===== config.mk =====
export PLATFORM = sky130hd
export DESIGN_NAME = iobuf_turnaround_ctrl
export DESIGN_NICKNAME = d
export VERILOG_FILES = /design/src/rtl/iobuf_turnaround_ctrl.sv
export SDC_FILE = /design/constraint.sdc
export NUM_CORES = 1
export LEC_CHECK = 0
export BUFFER_PORTS_ARGS = -buffer_cell sky130_fd_sc_hd__buf_2
export CAP_MARGIN = 20
export CORE_UTILIZATION = 31
export DETAILED_ROUTE_END_ITERATION = 7
export MAX_ROUTING_LAYER = met4
export PLACE_DENSITY = 0.61
export SLEW_MARGIN = 20
export SYNTH_ARGS = -nofsm -noshare
export SYNTH_HDL_FRONTEND = slang
export SYNTH_SLANG_ARGS = --single-unit

===== constraint.sdc =====
create_clock -name CLK -period 1.41 [get_ports CLK]
set_input_delay 0.141 -clock CLK [delete_from_list [all_inputs] [get_ports CLK]]
set_output_delay 0.141 -clock CLK [all_outputs]
set_load 0.02 [all_outputs]

===== src/rtl/iobuf_turnaround_ctrl.sv =====
// Half-duplex IOBUF bank sequencer: arbitrates one writer and one reader onto a shared tristate bus.
// Latency: write drives PAD_T low from the cycle after grant for DRIVE_CYC cycles; read data appears RD_WAIT+1 cycles after grant.
// Backpressure: requests are level-held; anything raised while BUSY waits and is arbitrated in IDLE (alternating priority on ties).
//
// Ports: CLK/RST_N (async active-low); WR_REQ/WR_DATA/WR_ACK write side; RD_REQ/RD_DATA/RD_VALID read side;
//        BUSY status; PAD_I/PAD_T drive the IOBUF I/T pins, PAD_O returns the IOBUF O pins.
module iobuf_turnaround_ctrl #(
    parameter int WIDTH     = 8,
    parameter int DRIVE_CYC = 2,
    parameter int RD_WAIT   = 1,
    parameter int TURN      = 2
) (
    input  logic             CLK,
    input  logic             RST_N,
    input  logic             WR_REQ,
    input  logic [WIDTH-1:0] WR_DATA,
    output logic             WR_ACK,
    input  logic             RD_REQ,
    output logic [WIDTH-1:0] RD_DATA,
    output logic             RD_VALID,
    output logic             BUSY,
    output logic [WIDTH-1:0] PAD_I,
    output logic             PAD_T,
    input  logic [WIDTH-1:0] PAD_O
);

    localparam logic [1:0] IDLE  = 2'd0;
    localparam logic [1:0] DRIVE = 2'd1;
    localparam logic [1:0] RWAIT = 2'd2;
    localparam logic [1:0] TURNA = 2'd3;

    localparam int MAX_A   = (DRIVE_CYC > RD_WAIT) ? DRIVE_CYC : RD_WAIT;
    localparam int MAX_CYC = (MAX_A > TURN) ? MAX_A : TURN;
    localparam int CW      = (MAX_CYC > 1) ? $clog2(MAX_CYC + 1) : 1;

    // Counters hold "cycles remaining minus one" in the current state.
    localparam logic [CW-1:0] DRV_LOAD = CW'(DRIVE_CYC - 1);
    localparam logic [CW-1:0] RWT_LOAD = CW'(RD_WAIT - 1);
    localparam logic [CW-1:0] TRN_LOAD = CW'((TURN > 0) ? TURN - 1 : 0);
    localparam logic [CW-1:0] CNT_ONE  = CW'(1);

    // With no turnaround the bus is released straight back to IDLE.
    localparam logic [1:0] POST_XACT = (TURN > 0) ? TURNA : IDLE;

    logic [1:0]       state_q, state_d;
    logic [CW-1:0]    cnt_q, cnt_d;
    logic             last_wr_q, last_wr_d;
    logic [WIDTH-1:0] pad_i_q, pad_i_d;
    logic             pad_t_q, pad_t_d;
    logic [WIDTH-1:0] rd_data_q, rd_data_d;
    logic             rd_valid_q, rd_valid_d;
    logic             wr_ack_q, wr_ack_d;
    logic             busy_q, busy_d;
    logic             grant_wr, grant_rd;

    // Tie goes to whichever side was not granted last.
    assign grant_wr = WR_REQ && (!RD_REQ || !last_wr_q);
    assign grant_rd = RD_REQ && !grant_wr;

    always_comb begin
        state_d    = state_q;
        cnt_d      = cnt_q;
        last_wr_d  = last_wr_q;
        pad_i_d    = pad_i_q;
        pad_t_d    = pad_t_q;
        rd_data_d  = rd_data_q;
        rd_valid_d = 1'b0;

        case (state_q)
            IDLE: begin
                pad_t_d = 1'b1;
                pad_i_d = '0;
                if (grant_wr) begin
                    state_d   = DRIVE;
                    cnt_d     = DRV_LOAD;
                    pad_i_d   = WR_DATA;
                    pad_t_d   = 1'b0;
                    last_wr_d = 1'b1;
                end else if (grant_rd) begin
                    state_d   = RWAIT;
                    cnt_d     = RWT_LOAD;
                    last_wr_d = 1'b0;
                end
            end
            DRIVE: begin
                if (cnt_q == '0) begin
                    pad_t_d = 1'b1;
                    pad_i_d = '0;
                    state_d = POST_XACT;
                    cnt_d   = TRN_LOAD;
                end else begin
                    cnt_d = cnt_q - CNT_ONE;
                end
            end
            RWAIT: begin
                if (cnt_q == '0) begin
                    rd_data_d  = PAD_O;
                    rd_valid_d = 1'b1;
                    state_d    = POST_XACT;
                    cnt_d      = TRN_LOAD;
                end else begin
                    cnt_d = cnt_q - CNT_ONE;
                end
            end
            TURNA: begin
                if (cnt_q == '0) begin
                    state_d = IDLE;
                end else begin
                    cnt_d = cnt_q - CNT_ONE;
                end
            end
            default: begin
                state_d = IDLE;
                pad_t_d = 1'b1;
                pad_i_d = '0;
            end
        endcase

        // Registered ack lands in the final DRIVE cycle (covers DRIVE_CYC=1 at grant).
        wr_ack_d = (state_d == DRIVE) && (cnt_d == '0);
        busy_d   = (state_d != IDLE);
    end

    always_ff @(posedge CLK or negedge RST_N) begin
        if (!RST_N) begin
            state_q    <= IDLE;
            cnt_q      <= '0;
            last_wr_q  <= 1'b0;
            pad_i_q    <= '0;
            pad_t_q    <= 1'b1;
            rd_data_q  <= '0;
            rd_valid_q <= 1'b0;
            wr_ack_q   <= 1'b0;
            busy_q     <= 1'b0;
        end else begin
            state_q    <= state_d;
            cnt_q      <= cnt_d;
            last_wr_q  <= last_wr_d;
            pad_i_q    <= pad_i_d;
            pad_t_q    <= pad_t_d;
            rd_data_q  <= rd_data_d;
            rd_valid_q <= rd_valid_d;
            wr_ack_q   <= wr_ack_d;
            busy_q     <= busy_d;
        end
    end

    assign WR_ACK   = wr_ack_q;
    assign RD_DATA  = rd_data_q;
    assign RD_VALID = rd_valid_q;
    assign BUSY     = busy_q;
    assign PAD_I    = pad_i_q;
    assign PAD_T    = pad_t_q;

endmodule


==> results of run 1 <==
## critical path: cells and delay by family, from the launching register on
family,cells,cell delay (ps)
flops,1,460
simple gates,2,300
compound gates,2,330
buf+inv,1,90
fa+ha+maj,1,210
## layout make-up
| class | count | share of cell area [%] |
|---|---|---|
| Sequential cell | 25 | 38.9 |
| Multi-Input combinational cell | 53 | 35.1 |
| Timing Repair Buffer | 54 | 19.9 |
| Tap cell | 46 | 3.56 |
| Clock buffer | 3 | 1.39 |
| Inverter | 3 | 0.697 |
| Clock inverter | 1 | 0.465 |
## layer usage
| layer | vias to the layer above | GRT usage, % | share of wire (%) |
|---|---|---|---|
| met5 | - | - | 0 |
| met4 | 0 | 3.81 | 1.4 |
| met3 | 6 | 4.20 | 5.3 |
| met2 | 30 | 23.4 | 53 |
| met1 | 445 | 14.4 | 41 |
| li1 | 417 | - | - |
## sequential cells by signal, indices dropped and copies added, names as in the netlist
| name | flops |
|---|---|
| BUSY | 1 |
| PAD_I | 8 |
| PAD_T | 1 |
| RD_DATA | 8 |
| RD_VALID | 1 |
| WR_ACK | 1 |
| cnt_q | 2 |
| last_wr_q | 1 |
| state_q | 2 |
## cell families (layout without fill, tap and decap cells)
logic type	count (synthesis)	in the layout	share of synthesized area, %
flip-flops	25	25	57.2
AO/OA/AOI/OAI	23	24	15.4
AND/OR/NAND/NOR	17	17	8.79
multiplexers	8	8	11.0
buffers and inverters	5	61	3.08
adder cells (fa/ha/maj)	4	4	4.57
## power breakdown
| group | switching (mW) | internal [mW] |
|---|---|---|
| sequential | 0.208 | 1.07 |
| clock | 0.222 | 0.109 |
| combinational | 1.36 | 1.32 |
## layout by cell type (no fill, tap or decap), drive strengths merged
cell type	instances
buf	53
dfrtp	24
a22o	8
mux2	8
a21oi	7
nor2	4
ha	4
clkbuf	3
inv	3
nand2	3
nor3	3
o21ai	3
o21a	2
nand2b	2
a31oi	2
dfstp	1
nand3	1
nor3b	1
a21o	1
a211o	1
nor4	1
and2	1
and2b	1
clkinvlp	1
dlygate4sd3	1
## worst paths after layout
kind | endpoint | slack (ps) | from | cells past startpoint
setup / recovery | WR_ACK | -60 | state_q[0] | 6
hold / removal | PAD_I[6] | 20 | WR_DATA[6] | 2
setup reg to reg | WR_ACK | -60 | state_q[0] | 6
hold reg to reg | PAD_T | 470 | PAD_T | 2
max in group asynchronous | state_q[0] | 700 | RST_N | 2
min in group asynchronous | RD_DATA[2] | 310 | RST_N | 2
## Yosys cell counts (2+ instances only)
| cell | n | area [um2] |
|---|---|---|
| inv_1 | 3 | 11.3 |
| nand2b_1 | 2 | 12.5 |
| o21a_1 | 2 | 15.0 |
| a21oi_1 | 4 | 20.0 |
| nand2_1 | 3 | 11.3 |
| mux2_4 | 8 | 120 |
| buf_6 | 2 | 22.5 |
| a22o_1 | 8 | 70.1 |
| dfrtp_1 | 24 | 601 |
| a21oi_2 | 2 | 17.5 |
| ha_1 | 4 | 50.1 |
| nor2_1 | 3 | 11.3 |
| o21ai_0 | 3 | 15.0 |
| a31oi_1 | 2 | 12.5 |
| nor3_1 | 3 | 15.0 |
## per-stage QoR
step	setup slack (ps)	setup TNS (ps)	cell area (um2)	instances
final	-57.8	-112	1620	185
after global routing	-127	-660	1620	185
after CTS	-14.2	-14.7	1530	184
after detailed placement	-206	-3140	1390	173
after global placement	-113	-1890	1390	173
after floorplan	6.43	0	1100	82
## what timing repair did
item	4_1_cts	5_1_grt
buffers inserted	5	2
resized for setup	18	14
gates cloned	1	0
endpoints found under the setup margin	20	13
hold buffers	1	0
pin swaps	4	8
hold endpoints to repair	24	0
==> impl_metrics.py, run 1 <==
metrics = {
    "status": {
        "status": "finished with violations",
        "violations": "negative setup slack",
    },
    "cells_and_area": {
        "multi_input_area_um2": 567,
        "final_nets": 164,
        "nFillCells": 317,
        "drive_gt1_share_pct": 66.9,
        "final_util_pct": 48.0,
        "diodes": 0,
        "areaGrowthSynthToFinish_pct": 47.4,
        "seqCellArea_um2": 628,
    },
    "clocking": {
        "root_buffer": "clkbuf_4",
        "cts_buffer_depth": 2,
        "cts_buffers": 3,
        "clkTransAtPathRegs_ps": 140,
        "clock_latency_ps": 320,
        "cts_tree": "yes",
        "htreeDepth": 1,
        "clkSinkCount": 25,
    },
    "synth": {
        "synth_seq_area_share_pct": 57.2,
        "synth-edff-count": 0,
        "netlist_area_mm2": 0.00110,
        "synth_cells": 82,
        "synthArstFlopShare_pct": 100,
        "ys_types": 24,
        "ys_ff_latch": 25,
        "synth-main-ff-cell": "dfrtp_1",
        "syn_nets": 106,
        "avgSynthCellArea_um2": 13.4,
        "ys_warn_count": 0,
    },
    "setup_path": {
        "endpoint_kind": "register",
        "cp.arrival_ps": 1710,
        "max_stage_delay_ps": 460,
        "cp.required_ps": 1660,
        "start_kind": "register",
        "path_max_fanout": 4,
        "crit_chain": "inv_2 -> ha_4 -> a21oi_2 -> nor3_2 -> a21o_2 -> nor4_2",
        "critPathSlowestCell": "dfrtp_2",
        "worstSetupPathType": "register to register",
    },
    "sta": {
        "period_minus_slack_ps": 1470,
        "max_freq_mhz": 681,
        "final-hold-violation-count": 0,
        "slew_viol_final": 0,
        "finalSetupViolCount": 9,
        "finClkSkew_ps": 2.82,
        "fin_ws_ps": -57.8,
        "fin_hold_ws_ps": 18.8,
        "rsz0062_at_grt": "true",
        "tightest_slew_ps": 548,
        "fin_crit_sh_pct": 104,
        "max-slew-margin-rel_pct": 63.5,
    },
    "global_route": {
        "grt_start_max_net_pins": 26,
        "grt_usage_pct": 13.3,
        "grt_pass1_wl_um": 3460,
        "grt_overflow": 0,
        "grt_pass1_vias": 792,
        "grt_antenna_before_repair": 0,
    },
    "detailed_routing": {
        "finalWirelength_um": 2660,
        "antenna_left": 0,
        "viasPerCell": 4.85,
        "drc": 0,
        "drtIter0Drc": 16,
        "num_vias": 898,
        "post_drt_wl_per_cell_um": 14.4,
        "dr.pass1.iters": 2,
    },
    "placed_design": {
        "hpwlAfterDp_um": 1650,
        "place.gp.congestion": 0.829,
        "io_buffers": 39,
    },
    "power_and_ir_drop": {
        "power.total_mw": 4.29,
        "leakage_nw": 0.798,
        "power_density_mw_per_mm2": 2660,
        "ir_drop_uv": 1090,
    },
    "floorplanning": {
        "die_y_um": 61.5,
        "die_area_mm2": 0.00378,
        "core_mm2": 0.00336,
        "num_rows": 21,
        "die_x_um": 61.5,
        "ios": 40,
        "initial_core_util_pct": 32.6,
    },
    "flow_run": {
        "cap_viol_max_count": 0,
    },
    "min_path": {
        "min_path_type": "input port to register",
    },
}
Power figures use the tool's default switching activity.
==> run 2, diff against run 1 <==
- CELL_PAD_IN_SITES_DETAIL_PLACEMENT: default -> 0
- CELL_PAD_IN_SITES_GLOBAL_PLACEMENT: default -> 2
- PLACE_DENSITY: 0.61 -> 0.83
- clock period: 1.41 -> 1.71 ns (I/O delays scaled with it)
==> impl_metrics.py, run 2 (same netlist as run 1, synthesis figures left out) <==
metrics = {
    "power_and_ir_drop": {
        "pwr-share-clk_pct": 9.1,
        "pwr-share-seq_pct": 37.0,
        "ir_drop_uv": 766,
        "netSwitchingFraction_pct": 41.7,
        "leakage_nw": 0.712,
        "power_switching_mw": 1.18,
        "p_comb_share_pct": 53.8,
        "intPower_mw": 1.65,
        "power_density_mw_per_mm2": 2050,
    },
    "clocking": {
        "htreeDepth": 1,
        "clkTransAtPathRegs_ps": 130,
        "clock_latency_ps": 310,
        "ctsResizeCount": 0,
        "cts_buffers": 3,
        "postCtsSetupBuffers": 0,
        "clkSinkCount": 25,
        "cts_tree": "yes",
        "root_buffer": "clkbuf_4",
        "cts_buffer_depth": 2,
        "ctsHoldBuffers": 1,
    },
    "flow_run": {
        "cap_viol_max_count": 0,
    },
    "global_route": {
        "grt_pass1_wl_um": 3430,
        "grt_use_met2_pct": 20.5,
        "grt_start_max_net_pins": 26,
        "busiest_layer": "met2",
        "grt_usage_pct": 12.8,
        "grt_overflow": 0,
        "met1_usage_pct": 15.8,
        "use_met3_pct": 2.94,
        "grt_antenna_before_repair": 0,
        "grt_pass1_vias": 747,
    },
    "setup_path": {
        "endpoint_kind": "register",
        "cp.required_ps": 1940,
        "cp.arrival_ps": 1820,
        "path_max_fanout": 10,
        "start_kind": "register",
        "max_stage_delay_ps": 420,
        "critPathSlowestCell": "dfrtp_1",
        "crit_chain": "inv_1 -> ha_1 -> buf_4 -> nor3b_1 -> o21a_1 -> nor4_2",
        "worstSetupPathType": "register to register",
    },
    "sta": {
        "finalSetupViolCount": 0,
        "fin_crit_sh_pct": 92.7,
        "slew_viol_final": 0,
        "finalSetupTns_ps": 0,
        "period_minus_slack_ps": 1580,
        "finClkSkew_ps": 7.05,
        "max_freq_mhz": 631,
        "final-hold-violation-count": 0,
        "max-slew-margin-rel_pct": 63.4,
        "fin_hold_ws_ps": 59.6,
        "tightest_slew_ps": 550,
        "rsz0062_at_grt": "false",
    },
    "detailed_routing": {
        "num_vias": 791,
        "finalWirelength_um": 2170,
        "drc": 0,
        "drtIter0Drc": 16,
        "antenna_left": 0,
        "viasPerCell": 4.60,
        "dr.pass1.iters": 4,
        "post_drt_wl_per_cell_um": 12.6,
    },
    "cells_and_area": {
        "final_cell_mix": "buf_2 (39), dfrtp_1 (24), a22o_1 (8), mux2_4 (8)",
        "areaGrowthSynthToFinish_pct": 25.8,
        "final_cell_count_no_fill": 172,
        "final_common_cell": "buf_2",
        "diodes": 0,
        "final_nets": 151,
        "finish.instance_area_mm2": 0.00138,
        "drive_gt1_share_pct": 48.4,
    },
    "floorplanning": {
        "ios": 40,
        "die_y_um": 61.5,
        "num_rows": 21,
        "die_x_um": 61.5,
        "initial_core_util_pct": 32.6,
        "die_area_mm2": 0.00378,
        "core_mm2": 0.00336,
    },
    "placed_design": {
        "dp_cells": 167,
        "place.gp.congestion": 0.817,
        "io_buffers": 39,
        "dpl_cell_area_mm2": 0.00134,
        "hpwlAfterDp_um": 1650,
    },
    "status": {
        "status": "complete, no violations",
    },
    "min_path": {
        "min_path_type": "input port to register",
    },
}
==> run 2: cell count changes in the layout (fill, tap and decap cells not counted), moves of 3 or more <==
cell,delta
buf_6,-3
nor3_1,+3
nand2_1,+3
buf_4,-9
==> run 2: worst max-delay path, delay by kind of cell (launching register included) <==
family | cells | cell delay, ps
DFF | 1 | 420
and+or+nand+nor | 2 | 400
buffers and inverters | 2 | 260
adders and majority gates | 1 | 230
AOI/OAI and AO/OA | 1 | 200
==> run 2: cell type report <==
cell class	instances	area, um2
Timing Repair Buffer	42	220
Fill cell	351	1980
Clock buffer	3	22.5
Multi-Input combinational cell	52	435
Sequential cell	25	627
Inverter	3	11.3
Tap cell	46	57.6
Clock inverter	1	5.00
==> run 2: power by group through the flow <==
stage          sequential (mW)  clock [mW]  combinational [mW]
2_1_floorplan             1.33           0               0.834
3_3_place_gp              1.05           0                1.52
3_5_place_dp              1.06           0                1.53
4_1_cts                   1.05       0.274                1.54
5_1_grt                   1.09       0.293                1.69
6_report                  1.05       0.258                1.53
==> run 2: through the flow <==
step	utilization [%]	setup WS, ps	total power, mW
6_report	41.0	125	2.83
5_1_grt	41.0	3.45	3.08
4_1_cts	41.0	99.9	2.87
3_5_place_dp	39.9	119	2.60
3_3_place_gp	39.9	162	2.57
2_1_floorplan	-	280	2.17
==> run 2: routing by layer <==
| layer | share of wire [%] | vias up |
|---|---|---|
| met3 | 6.5 | 2 |
| met4 | 0.37 | 0 |
| li1 | - | 383 |
| met2 | 46 | 27 |
| met5 | 0 | - |
| met1 | 48 | 379 |
==> run 2: final timing paths <==
path / startpoint / to / slack, ps / depth (start not counted)
min in group asynchronous: RST_N / PAD_I[7] / 360 / 2
setup / recovery: state_q[0] / WR_ACK / 130 / 6
max in group asynchronous: RST_N / BUSY / 990 / 2
setup reg to reg: state_q[0] / WR_ACK / 130 / 6
hold reg to reg: PAD_T / PAD_T / 480 / 2
hold / removal: WR_DATA[6] / PAD_I[6] / 60 / 2
